File: config.mk
export PLATFORM = sky130hd
export DESIGN_NAME = step_sequencer
export DESIGN_NICKNAME = d
export VERILOG_FILES = /design/src/rtl/step_sequencer.sv
export SDC_FILE = /design/constraint.sdc
export NUM_CORES = 1
export LEC_CHECK = 0
export CELL_PAD_IN_SITES_DETAIL_PLACEMENT = 0
export CELL_PAD_IN_SITES_GLOBAL_PLACEMENT = 2
export CORE_ASPECT_RATIO = 0.5
export CORE_MARGIN = 3
export CORE_UTILIZATION = 30
export DETAILED_ROUTE_END_ITERATION = 7
export PLACE_DENSITY = 0.7
export SLEW_MARGIN = 20
export SYNTH_ARGS = -nofsm -noshare
export SYNTH_HDL_FRONTEND = slang
export SYNTH_SLANG_ARGS = --single-unit
File: constraint.sdc
create_clock -name clk -period 4.7 [get_ports clk]
set_input_delay 0.94 -clock clk [delete_from_list [all_inputs] [get_ports clk]]
set_output_delay 0.94 -clock clk [all_outputs]
set_load 0.05 [all_outputs]
File: src/rtl/step_sequencer.sv
// Step sequencer: plays a STEPS-entry pattern of {increment, rest} pairs,
// advancing one step every `tempo` audio sample ticks and driving a gate
// that stays high for `gate_len` ticks of each non-rest step.
//
//   state    | meaning
//   ---------+---------------------------------------------------------
//   IDLE     | stopped; outputs held at zero, waiting for run
//   GATE_ON  | step playing, gate high, waiting for gate-off or step end
//   GATE_OFF | step playing, gate low (rest or gate expired), waiting for step end
module step_sequencer #(
  parameter int STEPS    = 8,
  parameter int INCWIDTH = 16,
  localparam int SW      = (STEPS > 1) ? $clog2(STEPS) : 1
) (
  input  logic                clk,
  input  logic                rst,
  input  logic                sample_clock,
  input  logic                run,
  input  logic [15:0]         tempo,
  input  logic [15:0]         gate_len,
  input  logic [SW-1:0]       last_step,
  input  logic                wr_en,
  input  logic [SW-1:0]       wr_addr,
  input  logic [INCWIDTH-1:0] wr_inc,
  input  logic                wr_rest,
  output logic [INCWIDTH-1:0] increment,
  output logic                gate,
  output logic [SW-1:0]       step,
  output logic                step_strobe,
  output logic                running
);

  localparam logic [1:0] IDLE     = 2'd0;
  localparam logic [1:0] GATE_ON  = 2'd1;
  localparam logic [1:0] GATE_OFF = 2'd2;

  logic [1:0]          state;
  logic                sample_clock_q;
  logic [15:0]         cnt;
  logic [INCWIDTH-1:0] pat_inc  [STEPS];
  logic                pat_rest [STEPS];

  logic                tick;
  logic [15:0]         eff_tempo;
  logic [16:0]         cnt_next;
  logic                step_end;
  logic                gate_end;
  logic [SW-1:0]       next_step;
  logic [SW-1:0]       load_idx;
  logic                load_quiet;

  // One-clk tick on each rising edge of the sample clock level.
  assign tick      = sample_clock & ~sample_clock_q;
  // A zero tempo would never end a step, so it behaves as one tick per step.
  assign eff_tempo = (tempo == 16'd0) ? 16'd1 : tempo;
  // 17 bits so a full 16-bit count cannot wrap in the comparisons.
  assign cnt_next  = {1'b0, cnt} + 17'd1;
  assign step_end  = tick && (cnt_next >= {1'b0, eff_tempo});
  // Gate-off only when it lands strictly inside the step; otherwise legato.
  assign gate_end  = tick && (cnt_next == {1'b0, gate_len}) &&
                     (cnt_next < {1'b0, eff_tempo});
  // >= so a step stranded past a reduced last_step still wraps to 0.
  assign next_step = (step >= last_step) ? '0 : step + SW'(1);
  assign load_idx  = (state == IDLE) ? '0 : next_step;
  assign load_quiet = pat_rest[load_idx] | (gate_len == 16'd0);
  assign running   = (state != IDLE);

  // Pattern memory; the step load reads the old value on a colliding write.
  always_ff @(posedge clk) begin
    if (rst) begin
      for (int i = 0; i < STEPS; i++) begin
        pat_inc[i]  <= '0;
        pat_rest[i] <= 1'b1;
      end
    end else if (wr_en) begin
      pat_inc[wr_addr]  <= wr_inc;
      pat_rest[wr_addr] <= wr_rest;
    end
  end

  // Sequencing FSM with registered outputs: start, step end, gate-off, stop.
  always_ff @(posedge clk) begin
    if (rst) begin
      state          <= IDLE;
      sample_clock_q <= 1'b0;
      cnt            <= '0;
      step           <= '0;
      increment      <= '0;
      gate           <= 1'b0;
      step_strobe    <= 1'b0;
    end else begin
      sample_clock_q <= sample_clock;
      step_strobe    <= 1'b0;
      if (!run) begin
        state     <= IDLE;
        cnt       <= '0;
        step      <= '0;
        increment <= '0;
        gate      <= 1'b0;
      end else if ((state == IDLE) || step_end) begin
        step        <= load_idx;
        cnt         <= '0;
        increment   <= pat_inc[load_idx];
        step_strobe <= 1'b1;
        if (load_quiet) begin
          gate  <= 1'b0;
          state <= GATE_OFF;
        end else begin
          gate  <= 1'b1;
          state <= GATE_ON;
        end
      end else if (tick) begin
        cnt <= cnt_next[15:0];
        if ((state == GATE_ON) && gate_end) begin
          gate  <= 1'b0;
          state <= GATE_OFF;
        end
      end
    end
  end

endmodule

---- Yosys cells after proc, flatten, opt, wreduce, memory -nomap -nowiden ----
Memory sizes are Yosys's and may differ from the RTL's. A register that Yosys moved wholly into a read port is not among the register bits.
Index checks and enable logic that the tools add are counted.
storage, ports and cells
  flip-flop bits (word level) ............. 24
  logic and storage cells ................. 58
  output and inout port bits .............. 22
  memories ................................ 2
  bits in writable memories ............... 136
  input bits .............................. 60
memories
  name      depth  width  read ports  clocked after memory_dff  write ports  line  text
  pat_inc   8      16     1           1                         8            40    logic [INCWIDTH-1:0] pat_inc [STEPS];
  pat_rest  8      1      1           0                         8            41    logic pat_rest [STEPS];
cells by class
  bitwise gates (word level) .............. 4
  add/subtract/negate cells ............... 2
  $lt $le $gt $ge ......................... 3
  mux-type cells .......................... 23
  eq/ne operators ......................... 2
  reductions and logical operators ........ 16
operators by type and width
  kind                   number
  $logic_not 16->1       2
  $mux 16                2
  $add 16x1->17 const B  1
  $eq 17x16->1           1
  $ge 17x16->1           1
  $lt 17x16->1           1
  $reduce_or 16->1       1
  $mux 1                 13
  $mux 3                 4
  $mux 2                 4
  $reduce_bool 2->1      3
  $logic_and 1x1->1      4
  $add 3x1->3 const B    1
  $ge 3x3->1             1
  $reduce_or 3->1        1
  $eq 2x1->1 const B     1
  $logic_not 2->1        1
  $not 1->1              2
  $reduce_and 2->1       1
  $reduce_or 2->1        1
  $and 1x1->1            1
  $logic_or 1x1->1       1
  $or 1x1->1             1
  $reduce_or 1->1        1

---- Depth between registers and ports, before layout ----
  depth in word-level cells ............... 8
  depth in mapped cells ................... 16
  depth with buffers taken out ............ 13

---- Least setup slack after synthesis ----
Ideal clock, no wire load.
  kind .................................... reg2reg
  from .................................... register step[0]
  to ...................................... register state[1]
  required time ........................... 4.578 ns
  buffers on the path ..................... 1
  library setup time ...................... 0.122 ns
  cell stages (with the launch flop) ...... 11
  path slack .............................. 1.280 ns
  arrival time ............................ 3.298 ns
  period minus slack after synthesis ...... 3.420 ns
  cell sequence ........................... dfxtp_1 > clkinv_1 > clkbuf_1 > ha_1 > nand2b_1 > a21o_1 > a211oi_4 > mux4_2 > nor3b_1 > o21ai_1 > o311a_1
between the ends
  longest elaborated chain between the ends .. 7
  elaborated cells between the ends (all ways) .. 8
  classes of those cells .................. 1 x add/sub; 1 x order compare; 4 x mux; 1 x bitwise; 1 x memory
RTL lines
  element                                           line  text
  start: declaration                                28    output logic [SW-1:0] step,
  start signal: assignment                          101   step <= load_idx;
  $add 3x1->3 / $ge 3x3->1 (equally long branches)  63    assign next_step = (step >= last_step) ? '0 : step + SW'(1);
  $mux 3 (*)                                        63
  $mux 3 (*)                                        64    assign load_idx = (state == IDLE) ? '0 : next_step;
  $mem_v2 8x1 (*)                                   -
  $or 1x1->1 (*)                                    65    assign load_quiet = pat_rest[load_idx] | (gate_len == 16'd0);
  $mux 2 (*)                                        105   if (load_quiet) begin
  $mux 2 (*)                                        100   end else if ((state == IDLE) || step_end) begin
  end signal: assignment                            107   state <= GATE_OFF;
  end signal: assignment                            110   state <= GATE_ON;
  end signal: assignment                            116   state <= GATE_OFF;
  end: declaration                                  37    logic [1:0] state;
Mark *: on every way between the ends. The rest lies on a longest branch, timed or not.
A chain may end at the register's enable or synchronous reset.

---- Final worst setup path ----
  from .................................... register cnt[0]
  to ...................................... register state[1]
between the ends
  longest elaborated chain between the ends .. 7
  elaborated cells between the ends (all ways) .. 13
  classes of those cells .................. 1 x add/sub; 2 x order compare; 1 x eq/ne; 1 x mux; 8 x reduce/logical
RTL lines
  element                                                               line  text
  start: declaration                                                    39    logic [15:0] cnt;
  start signal: assignment                                              113   cnt <= cnt_next[15:0];
  $add 16x1->17 (*)                                                     57    assign cnt_next = {1'b0, cnt} + 17'd1;
  via cnt_next[8]                                                       45    logic [16:0] cnt_next;
  parallel branches: the longest is 6 deep, another holds $ge 17x16->1  -
Mark *: on every way through the listed nets, which the timed path passes.

==> out/results.ini <==
[run_status]
status = finished, final reports clean

[cts]
ctsHoldBuffers = 0
cts_root_buf = clkbuf_16
cts_tree = built
cts_resized = 0
clk_pin_slew_worst_paths_ns = 0.07
clock_path_buffers = 2
htreeDepth = 4
cts_inserted_buffers = 17
clock_latency_ns = 0.43
cts_sinks = 175
postCtsSetupBuffers = 0

[worst_setup_path]
cp_slowest_cell = or4_1
worstPathRequired_ns = 5.02
ff2ff_path_depth = 13
critPathKind = flip-flop to flip-flop
r2r_end = state[1]
crit_arrival_ns = 4.20
rrSetupSlack_ns = 0.81
worst_path_most_repeated_cell = ha_1
path_max_fanout = 37
max_stage_delay_ns = 0.54
r2r_start = cnt[0]
crit_chain = ha_1 -> inv_1 -> nor3_1 -> xnor2_1 -> ha_1 -> nand4_1 -> or4_1 -> o211ai_1 -> a2bb2oi_1 -> o21a_1 -> buf_4 -> o21ai_1 -> o311a_1
cp-start-kind = flip-flop
endpoint_kind = flip-flop

[placement]
place_hpwl_mm = 16.77
routabilityCongestion = 0.9302
pre_cts_slack_ns = 0.7096
port_buffers = 81

[grt]
antenna_found_initial = 0
grt_max_degree = 49
grt_use_total = 0.1662
grt_first_pass_wirelength_mm = 40.63
grt.overflow.total = 0
first_global_vias = 6682

[timing]
fin_setup_tns_ns = 0
min_period_ns = 3.889
rsz0062_at_grt = false
fin_skew_ns = 0.01276
tightest_slew_ns = 0.6198
relSlewSlack = 0.5868
fin_ws_ns = 0.8114
setup_viol = 0
finalHoldViolations = 0
slew_violations = 0
fmaxAchievable_mhz = 257.2
whs_ns = 0.5061
period_share = 0.8274

[route]
drc = 0
drt_iter0_markers = 482
wl_per_cell_um = 18.97
firstDrtPassIters = 5
vias = 6903
drt-vias-per-instance = 4.981
wl_mm = 26.29
antenna_left = 0

[hold_path]
whs_endpoint = pat_rest[0]
min-delay-path-class = flip-flop to flip-flop
min_from = pat_rest[0]
hold_depth = 2

[job]
max-cap-violations = 0

[synthesis]
synthFlopType = edfxtp_1
synthDistinctLibCells = 64
synth-seq-area-share = 0.5288
syn-num-nets = 996
yosys_register_bits = 175
netlist_instances = 915
async_flop_share = 0
synth_area_um2 = 9049
synth_edf_count = 128
yosys_warnings = 0
avgSynthCellArea_um2 = 9.889

[floorplan]
die_height_um = 128.8
ioPinCount = 82
initial_core_util = 0.3084
rows = 44
core-area_um2 = 29340
die_w_um = 251.6
dieArea_um2 = 32410

[finish]
layout_common_cells = 155 x nand2_1, 130 x and2_1, 128 x edfxtp_1, 81 x clkdlybuf4s50_1, 55 x nand3_1
drive_gt1_frac = 0.07437
layout_commonest_cell = nand2_1
utilization = 0.3708
antenna_cells = 0
syn_to_final_growth_pct = 20.26
nets = 1063

[pwr]
powerDensity_nw_per_um2 = 325.9
p_leak_nw = 3.877
power_mw = 3.546
ir_worst_vdd_uv = 215.3

==> registers in the layout, indices dropped and copies added, names as in the netlist <==
name	count
state	2
pat_rest	8
pat_inc	128
step	3
increment	16
cnt	16
sample_clock_q	1
step_strobe	1
==> worst max path at each step <==
stage / cells after the start / startpoint / slack [ns] / endpoint
finish: 13 / cnt[0] / 0.81 / state[1]
global placement: 12 / tempo[8] / 0.77 / state[1]
floorplan: 10 / step[0] / 1.28 / state[1]
CTS: 13 / cnt[0] / 0.81 / state[1]
detailed placement: 12 / tempo[8] / 0.71 / state[1]
global route: 12 / cnt[6] / 0.49 / cnt[14]
==> Yosys cell counts (5+ instances only) <==
| library cell | number | area (um^2) |
|---|---|---|
| nand2b_1 | 8 | 50.05 |
| nand3b_1 | 5 | 37.54 |
| nor2_1 | 44 | 165.2 |
| buf_2 | 14 | 70.07 |
| a32oi_1 | 16 | 140.1 |
| or2_2 | 9 | 56.30 |
| nand2_1 | 155 | 581.8 |
| dfxtp_1 | 47 | 940.9 |
| nand4_1 | 13 | 81.33 |
| nor4_1 | 10 | 62.56 |
| xor2_1 | 10 | 87.58 |
| edfxtp_1 | 128 | 3844 |
| a21oi_1 | 29 | 145.1 |
| ha_1 | 21 | 262.8 |
| nand3_1 | 55 | 275.3 |
| nor3_1 | 17 | 85.08 |
| and2_1 | 130 | 813.3 |
| o21ai_0 | 28 | 140.1 |
| nor2b_1 | 7 | 43.79 |
| inv_1 | 26 | 97.59 |
| xnor2_1 | 32 | 280.3 |
| a31oi_1 | 19 | 118.9 |
| clkbuf_1 | 32 | 120.1 |
==> critical path, delay by kind of cell (launching register included) <==
kind	cells	cell delay [ns]
xor gates and xnor gates	1	0.18
AOI/OAI and AO/OA	5	0.86
and+or+nand+nor	3	1.06
buffers and inverters	2	0.44
adders and majority gates	2	0.72
DFF	1	0.49
==> power breakdown <==
group | total (mW) | internal, mW | leakage (nW) | switching, mW
clock | 1.38 | 0.740 | 0.271 | 0.638
combinational | 0.401 | 0.144 | 2.00 | 0.257
sequential | 1.77 | 1.74 | 1.61 | 0.0264
==> kinds of logic (layout without fill, tap and decap cells) <==
family                     Yosys count  after routing  share of synthesized area
buffers and inverters               78            158                    0.03595
xor gates and xnor gates            42             42                    0.04065
adders and majority gates           22             22                    0.03014
muxes                                5              5                   0.006914
AOI/OAI and AO/OA                  123            123                    0.08988
and+or+nand+nor                    470            470                     0.2677
DFF                                175            175                     0.5288
==> layer usage <==
layer / global-route usage / wire length, um / up-vias
met5: 0 / 0 / -
met4: 0.03882 / 217 / 0
met3: 0.02484 / 1472 / 15
met2: 0.2702 / 12080 / 211
met1: 0.2352 / 12520 / 3316
li1: - / - / 3361
==> cell type report <==
type                    instances  area (um^2)
clock buffers                  18        429.2
clock inverters                14        130.1
fillers                      2914        18460
inverters                      27        101.3
multi-input cells             662         3976
flip-flops and latches        175         4785
well taps                     391        489.2
repair buffers                 99        970.9
==> per-stage QoR <==
| stage | instance area (um^2) | instances |
|---|---|---|
| floorplan | 9049 | 915 |
| detailed placement | 10320 | 1354 |
| CTS | 10880 | 1386 |
| finish | 10880 | 1386 |
| global placement | 10320 | 1354 |
| global route | 10880 | 1386 |
Power figures use the tool's default switching activity.
